**src/rtl/logic_seq_pkg.sv**
```systemverilog
// Shared encodings and defaults for the logic-unit sequencer.
// Imported by logic_slice and logic_unit_sequencer.
package logic_seq_pkg;

   localparam int DEF_WIDTH = 16;
   localparam int DEF_SLICE = 4;

   localparam logic [1:0] OP_AND  = 2'b00;
   localparam logic [1:0] OP_OR   = 2'b01;
   localparam logic [1:0] OP_XOR  = 2'b10;
   localparam logic [1:0] OP_NAND = 2'b11;

   typedef enum logic [1:0] {
      IDLE = 2'd0,
      RUN  = 2'd1,
      DONE = 2'd2
   } state_t;

endpackage

```
**src/rtl/logic_slice.sv**
```systemverilog
// Combinational SLICE-bit bitwise unit; the only datapath gates in the sequencer.
module logic_slice
   import logic_seq_pkg::*;
#(
   parameter int SLICE = DEF_SLICE
) (
   input  logic [1:0]       op,
   input  logic [SLICE-1:0] a,
   input  logic [SLICE-1:0] b,
   output logic [SLICE-1:0] y
);

   always_comb begin
      y = '0;
      case (op)
         OP_AND:  y = a & b;
         OP_OR:   y = a | b;
         OP_XOR:  y = a ^ b;
         default: y = ~(a & b);
      endcase
   end

endmodule

```
**src/rtl/logic_unit_sequencer.sv**
```systemverilog
// Two-requester arbiter feeding WIDTH-bit bitwise ops through one SLICE-bit unit, LSB slice first.
// Optional zero flag accumulator enabled by macro LOGIC_SEQ_ZERO_FLAG_EN.
module logic_unit_sequencer
   import logic_seq_pkg::*;
#(
   parameter int WIDTH = DEF_WIDTH,
   parameter int SLICE = DEF_SLICE
) (
   input  logic             clk,
   input  logic             rst,
   input  logic             req0_valid,
   output logic             req0_ready,
   input  logic [1:0]       req0_op,
   input  logic [WIDTH-1:0] req0_a,
   input  logic [WIDTH-1:0] req0_b,
   input  logic             req1_valid,
   output logic             req1_ready,
   input  logic [1:0]       req1_op,
   input  logic [WIDTH-1:0] req1_a,
   input  logic [WIDTH-1:0] req1_b,
   output logic             rsp_valid,
   input  logic             rsp_ready,
   output logic             rsp_id,
   output logic [WIDTH-1:0] rsp_data,
   output logic             rsp_zero
);

   localparam int BEATS  = WIDTH / SLICE;
   localparam int BEAT_W = (BEATS > 1) ? $clog2(BEATS) : 1;
   localparam logic [BEAT_W-1:0] LAST_BEAT = BEAT_W'(BEATS - 1);

   state_t            state_reg, state_next;
   logic              rr_ptr_reg, rr_ptr_next;
   logic [BEAT_W-1:0] beat_reg, beat_next;
   logic [1:0]        op_reg, op_next;
   logic [WIDTH-1:0]  a_reg, a_next;
   logic [WIDTH-1:0]  b_reg, b_next;
   logic [WIDTH-1:0]  result_reg, result_next;
   logic              id_reg, id_next;
   logic              grant0, grant1;
   logic [SLICE-1:0]  a_slices [BEATS];
   logic [SLICE-1:0]  b_slices [BEATS];
   logic [SLICE-1:0]  slice_y;

   genvar gi;
   generate
      for (gi = 0; gi < BEATS; gi++) begin : g_split
         assign a_slices[gi] = a_reg[gi*SLICE +: SLICE];
         assign b_slices[gi] = b_reg[gi*SLICE +: SLICE];
      end
   endgenerate

   logic_slice #(.SLICE(SLICE)) u_slice (
      .op (op_reg),
      .a  (a_slices[beat_reg]),
      .b  (b_slices[beat_reg]),
      .y  (slice_y)
   );

   // Grants are masked during reset so ready reads 0 while rst is held.
   always_comb begin
      grant0 = 1'b0;
      grant1 = 1'b0;
      if (state_reg == IDLE && !rst) begin
         if (req0_valid && req1_valid) begin
            grant0 = ~rr_ptr_reg;
            grant1 = rr_ptr_reg;
         end else begin
            grant0 = req0_valid;
            grant1 = req1_valid;
         end
      end
   end

   always_comb begin
      state_next  = state_reg;
      rr_ptr_next = rr_ptr_reg;
      beat_next   = beat_reg;
      op_next     = op_reg;
      a_next      = a_reg;
      b_next      = b_reg;
      result_next = result_reg;
      id_next     = id_reg;
      case (state_reg)
         IDLE: begin
            if (grant0 || grant1) begin
               op_next     = grant1 ? req1_op : req0_op;
               a_next      = grant1 ? req1_a  : req0_a;
               b_next      = grant1 ? req1_b  : req0_b;
               id_next     = grant1;
               result_next = '0;
               beat_next   = '0;
               state_next  = RUN;
            end
         end
         RUN: begin
            result_next[beat_reg*SLICE +: SLICE] = slice_y;
            if (beat_reg == LAST_BEAT) begin
               state_next = DONE;
            end else begin
               beat_next = beat_reg + 1'b1;
            end
         end
         DONE: begin
            if (rsp_ready) begin
               rr_ptr_next = ~id_reg;
               state_next  = IDLE;
            end
         end
         default: state_next = IDLE;
      endcase
   end

   always_ff @(posedge clk or posedge rst) begin
      if (rst) begin
         state_reg  <= IDLE;
         rr_ptr_reg <= 1'b0;
         beat_reg   <= '0;
         op_reg     <= OP_AND;
         a_reg      <= '0;
         b_reg      <= '0;
         result_reg <= '0;
         id_reg     <= 1'b0;
      end else begin
         state_reg  <= state_next;
         rr_ptr_reg <= rr_ptr_next;
         beat_reg   <= beat_next;
         op_reg     <= op_next;
         a_reg      <= a_next;
         b_reg      <= b_next;
         result_reg <= result_next;
         id_reg     <= id_next;
      end
   end

`ifdef LOGIC_SEQ_ZERO_FLAG_EN
   logic zero_acc_reg, zero_acc_next;

   always_comb begin
      zero_acc_next = zero_acc_reg;
      if (state_reg == IDLE && (grant0 || grant1)) begin
         zero_acc_next = 1'b1;
      end else if (state_reg == RUN) begin
         zero_acc_next = zero_acc_reg & (slice_y == '0);
      end
   end

   always_ff @(posedge clk or posedge rst) begin
      if (rst) begin
         zero_acc_reg <= 1'b0;
      end else begin
         zero_acc_reg <= zero_acc_next;
      end
   end

   assign rsp_zero = (state_reg == DONE) && zero_acc_reg;
`else
   assign rsp_zero = 1'b0;
`endif

   assign req0_ready = grant0;
   assign req1_ready = grant1;
   assign rsp_valid  = (state_reg == DONE);
   assign rsp_id     = id_reg;
   assign rsp_data   = result_reg;

endmodule

```
**config.mk**
```make
export PLATFORM = sky130hd
export DESIGN_NAME = logic_unit_sequencer
export DESIGN_NICKNAME = d
export VERILOG_FILES = /design/src/rtl/logic_seq_pkg.sv /design/src/rtl/logic_slice.sv /design/src/rtl/logic_unit_sequencer.sv
export SDC_FILE = /design/constraint.sdc
export NUM_CORES = 1
export LEC_CHECK = 0
export CORE_MARGIN = 10
export CORE_UTILIZATION = 30
export DETAILED_ROUTE_END_ITERATION = 8
export DONT_BUFFER_PORTS = 1
export GPL_ROUTABILITY_DRIVEN = 0
export GPL_TIMING_DRIVEN = 0
export SLEW_MARGIN = 10
export SYNTH_ARGS = -nofsm -noshare
export SYNTH_HDL_FRONTEND = slang
export SYNTH_SLANG_ARGS = --single-unit
```
**constraint.sdc**
```tcl
create_clock -name clk -period 4 [get_ports clk]
set_input_delay 0.8 -clock clk [delete_from_list [all_inputs] [get_ports clk]]
set_output_delay 0.8 -clock clk [all_outputs]
set_load 0.02 [all_outputs]
```
### Word-level counts from Yosys, hierarchy flattened

Cells that the tools add are included.

| cells by class | value |
|---|---|
| $add $sub $neg | 2 |
| order comparisons | 1 |
| eq/ne operators | 9 |
| shifts and indexed selects | 2 |
| multiplexer cells | 24 |
| bitwise operators | 7 |
| reductions and logical operators | 12 |

Operators with widths:

| operator | count |
|---|---|
| 16-bit two-way mux | 3 |
| 4-bit negation with 34-bit output | 1 |
| 4-bit by 34-bit variable shift with 16-bit output, first input constant | 1 |
| 4-bit by 34-bit variable part select with 16-bit output | 1 |
| 16-bit one-hot mux with 2 select lines | 1 |
| 4-bit binary-select mux with 2-bit select | 2 |
| 16-bit bitwise mux | 1 |
| 4-bit two-way mux | 4 |
| 2-bit two-way mux | 6 |
| 4-bit one-hot mux with 3 select lines | 1 |
| 2-bit equality test, second input constant | 3 |
| 2-bit one-hot mux with 3 select lines | 1 |
| 2-bit AND reduction | 3 |
| 3-bit AND reduction | 2 |
| 4-bit bitwise AND | 1 |
| 2-bit by 1-bit equality test with 1-bit output, second input constant | 2 |
| 2-bit logical NOT | 2 |
| 1-bit two-way mux | 4 |
| 2-bit by 1-bit != test with 1-bit output, second input constant | 2 |
| 2-bit != test, second input constant | 2 |
| 4-bit inverter | 1 |
| 4-bit bitwise OR | 1 |
| 2-bit one-hot mux with 2 select lines | 1 |
| 4-bit XOR | 1 |
| other kinds (8) | 10 |

| storage, ports and cells | value |
|---|---|
| bits in registers | 56 |
| bits of input ports | 73 |
| output and inout bits | 21 |
| logic and storage cells | 65 |

### Depth between registers and ports, before layout

Gate-level depths: netlist (run 1).

| logic depth | value |
|---|---|
| word-level depth | 10 |
| gate-level depth with buffers | 9 |
| gate-level depth less buffers | 7 |

### Modules after synthesis

From an unflattened synthesis (run 1), not the netlist that was laid out.

| unflattened totals | value |
|---|---|
| cell total of the unflattened synthesis | 288 |
| area total of the unflattened synthesis | 3109.2 um^2 |

By module, submodules not included:

| module | instances | cells an instance | area each (um^2) | seq. area each (um^2) |
|---|---|---|---|---|
| logic_unit_sequencer | 1 | 246 | 2810.2 | 1401.3 |
| logic_slice | 1 | 42 | 299.0 | 0.0 |

### Worst setup path after synthesis (run 1)

OpenSTA, ideal clock, no wires.

| timing path | value |
|---|---|
| path kind | input to output |
| start point | in req0_valid |
| end point | out req1_ready |
| data arrival time | 1.727 ns |
| required time | 3.200 ns |
| path slack | 1.473 ns |
| cell stages on the path | 4 |
| buffers on the path | 1 |
| cells stage by stage | inv_2 -> o21ai_2 -> buf_6 -> nor4_1 |

| between the ends | value |
|---|---|
| cells in the longest elaborated chain, start to end | 3 |

RTL lines:

| element | RTL line | RTL |
|---|---|---|
| start, declared | logic_unit_sequencer.sv:11 | `input logic req0_valid,` |
| 1-bit logical AND | logic_unit_sequencer.sv:65 | `if (req0_valid && req1_valid) begin` |
| 1-bit two-way mux | logic_unit_sequencer.sv:65 |  |
| 1-bit two-way mux | logic_unit_sequencer.sv:64 | `if (state_reg == IDLE && !rst) begin` |
| end, declared | logic_unit_sequencer.sv:17 | `output logic req1_ready,` |

No other way between the ends.

### Worst setup path after layout (run 1)

Ends and elaborated chain as after synthesis.

==> results of run 1 <==
==> layout make-up <==
type / count / share of cell area
well taps: 136 / 0.04989
inverters: 13 / 0.01431
multi-input cells: 200 / 0.4406
clock inverters: 2 / 0.004402
flip-flops and latches: 56 / 0.4109
repair buffers: 1 / 0.005869
plain buffers: 19 / 0.04989
clock buffers: 6 / 0.02421
==> layer usage <==
layer  up-vias  part of all wire
li1       1024                 -
met1      1007              0.43
met2        61              0.49
met3         8             0.072
met4         0             0.014
met5         -                 0
==> layout by cell type (no fill, tap or decap), types with 2 or more instances in the layout <==
| master | count |
|---|---|
| nand3_1 | 2 |
| buf_2 | 7 |
| dfrtp_1 | 56 |
| inv_2 | 5 |
| o21ai_2 | 5 |
| a22o_1 | 16 |
| nand2_1 | 48 |
| clkinvlp_4 | 2 |
| nor3_2 | 4 |
| o21ai_1 | 28 |
| nor2b_1 | 8 |
| buf_12 | 4 |
| mux2i_1 | 34 |
| clkbuf_1 | 2 |
| buf_4 | 4 |
| clkbuf_8 | 6 |
| mux4_1 | 3 |
| inv_1 | 8 |
| o21ai_0 | 12 |
| nor3_1 | 3 |
| ha_1 | 12 |
| buf_6 | 2 |
| mux4_2 | 5 |
| a21oi_1 | 4 |
| a21o_1 | 5 |
| nor2_1 | 2 |
==> critical path: stages <==
cell and delay, ps:
inv_2 30, o21ai_2 50, buf_6 160, nor4_1 860
==> final timing paths <==
check,cells after the start,slack [ps],endpoint
worst max-delay path,4,1300,req1_ready
worst min-delay path,1,350,state_reg[1]
worst max register to register,8,1710,rsp_data[4]
worst min register to register,2,480,a_reg[13]
max in group asynchronous,2,3120,b_reg[8]
min in group clk,2,480,a_reg[13]
==> power by group through the flow <==
stage / registers (mW) / logic (mW) / clock network [mW]
2_1_floorplan: 0.946 / 0.990 / 0
3_3_place_gp: 0.988 / 1.21 / 0
3_5_place_dp: 0.999 / 1.25 / 0
4_1_cts: 0.986 / 1.25 / 0.341
5_1_grt: 1.02 / 1.41 / 0.361
6_report: 0.982 / 1.22 / 0.330
==> cells by family after synthesis <==
logic type | Yosys count
AND/OR/NAND/NOR | 74
AO/OA/AOI/OAI | 71
flip-flops | 56
multiplexers | 42
buffers and inverters | 32
adder cells (fa/ha/maj) | 12
other | 1
==> stage by stage <==
stage	total power [mW]	cells	setup slack [ps]	hold WS, ps	utilization
after floorplan	1.936	288	1473	442.0	-
after global placement	2.193	424	1263	457.2	0.3219
after detailed placement	2.251	425	1254	466.0	0.3238
after CTS	2.580	433	1253	357.0	0.3334
after global routing	2.785	433	1220	363.4	0.3334
final	2.536	433	1303	346.2	0.3334
==> metrics.txt, run 1 <==
period utilization 0.6742; worst-path fanout max 8; syn_nets about 370; width of the die 122.0 um; Reg2Reg Launch Point beat_reg[0]; initial antenna violation count 0; IO buf count 0; H-Tree Depth 2; Max-slew headroom 0.2425; Sw Share 0.4209; Via density ~4.8; final antenna-violating net count 0; # clock sinks 56; clk root buf clkbuf_8; most common library cells after synthesis 56 x dfrtp_1, 48 x nand2_1, 34 x mux2i_1; All-Layer GR Usage 0.1085; register area 1401 um2; final setup fails 0; Cell variety after synth 34; Ys Warns 0; critical path type input pin to primary output; GR peak layer met2; worst slew pin tran roughly 1100 ps; cell accounting for the most synthesized area dfrtp_1; # IOs 94; Max Cap Viol 0; Die ar. 14890 um2; worst-skew pair later-pin latency 310 ps; top-count cell post-synth dfrtp_1; Area growth syn-to-layout 9.215%; # resized after CTS 0; nets between 300 and 400; max frequency ~370 MHz; CP endpoint kind primary output; mux cell area share after synthesis 0.1703; synthesized cell area around 3100 um2; Hold WC Path Type input pin to asynchronous set/reset pin; first-pass GRT wire length ~13000 um; PD cells about 740 nW/um2; clk slew on worst S/H paths 100 ps; RSZ-0062 raised after global routing no; Num CTS Buffers 5; postcts setup bufs 0; Worst setup SP type input pin; top cell type's share of synthesized area 0.4487; Internal Power 1.468 mW; count of flip-flops with a built-in enable after synthesis 0; Layout Cell Area excl Fill ~3400 um2; CP Data Required Time about 3200 ps; met1 Use GR 0.1292; largest family of logic cells by synthesized area multiplexers; final wirelength 7927 um; clk buf depth 2; Rows 37; Worst Setup SP req0_valid; DRT iter0 DRCs 100; DR pass1 iterations 4; Residual DRC 0; adder-cell share of the synthesized area 0.04808; Comb pwr share 0.483; via count of the first global-routing pass approximately 2400; Compound-Gate Fraction of Synth Area 0.1442; largest net degree at the start of global routing 40; min Tclk post-route between 2000 and 3000 ps; cell leakage power 1.652 nW; met2 usage 0.1837; clock skew ~9 ps; multi-input logic area around 1500 um2; total grt overflow 0; Seq/Total Area, Yosys 0.4487; sequential fraction of design power 0.387; Post-DP HPWL 6404 um; Net Switching 1.067 mW; M3 GR Usage 0.03469; Post-Syn Instances roughly 290; CTS hold repair buffers 0; CTS tree built; DR WL/cell ~18 um; Avg Synthesized Cell Area between 10 and 15 um2; synth top area cells dfrtp_1 45%, mux2i_1 11%, nand2_1 5.8%; Starting Density 0.3052; layout cells sized above 1 0.1650; Synth Area in XOR/XNOR 0; Fin. Hold Viols 0; WP data arrival around 1900 ps; peak supply drop 0.2561 mV; asr flop ratio synth 1.000; Final TNS setup 0 ps; die height 122.0 um; Synth Flop Type dfrtp_1; placed cell area 3313 um2; status finished clean; Clock power frac 0.130; Slew Limit Fails 0; Fillers about 1000; post-synthesis simple-gate area fraction 0.1174; Core Region roughly 10000 um2; vias 2100; ant diodes 0; #FFs+latches synth 56
Note: power is estimated with default switching activity, not from simulation.
==> run 2: changes to the inputs <==
==> constraint.sdc (replaced) <==
create_clock -name clk -period 2.66 [get_ports clk]
set_input_delay 0.532 -clock clk [delete_from_list [all_inputs] [get_ports clk]]
set_output_delay 0.532 -clock clk [all_outputs]
set_load 0.02 [all_outputs]
==> results of run 2 <==
Same layout as run 1 (identical final DEF). Status: finished clean.
Among the figures that moved: setup slack after placement 1254 ps -> 366.7 ps; setup slack after layout 1303 ps -> 253.4 ps; hold slack 346.2 ps -> 78.25 ps; start point of the critical path req0_valid -> state_reg[1]; register-to-register setup slack 1710 ps -> 370 ps; total power 2.536 mW -> 3.813 mW; worst IR drop on VDD 0.2561 mV -> 0.3851 mV
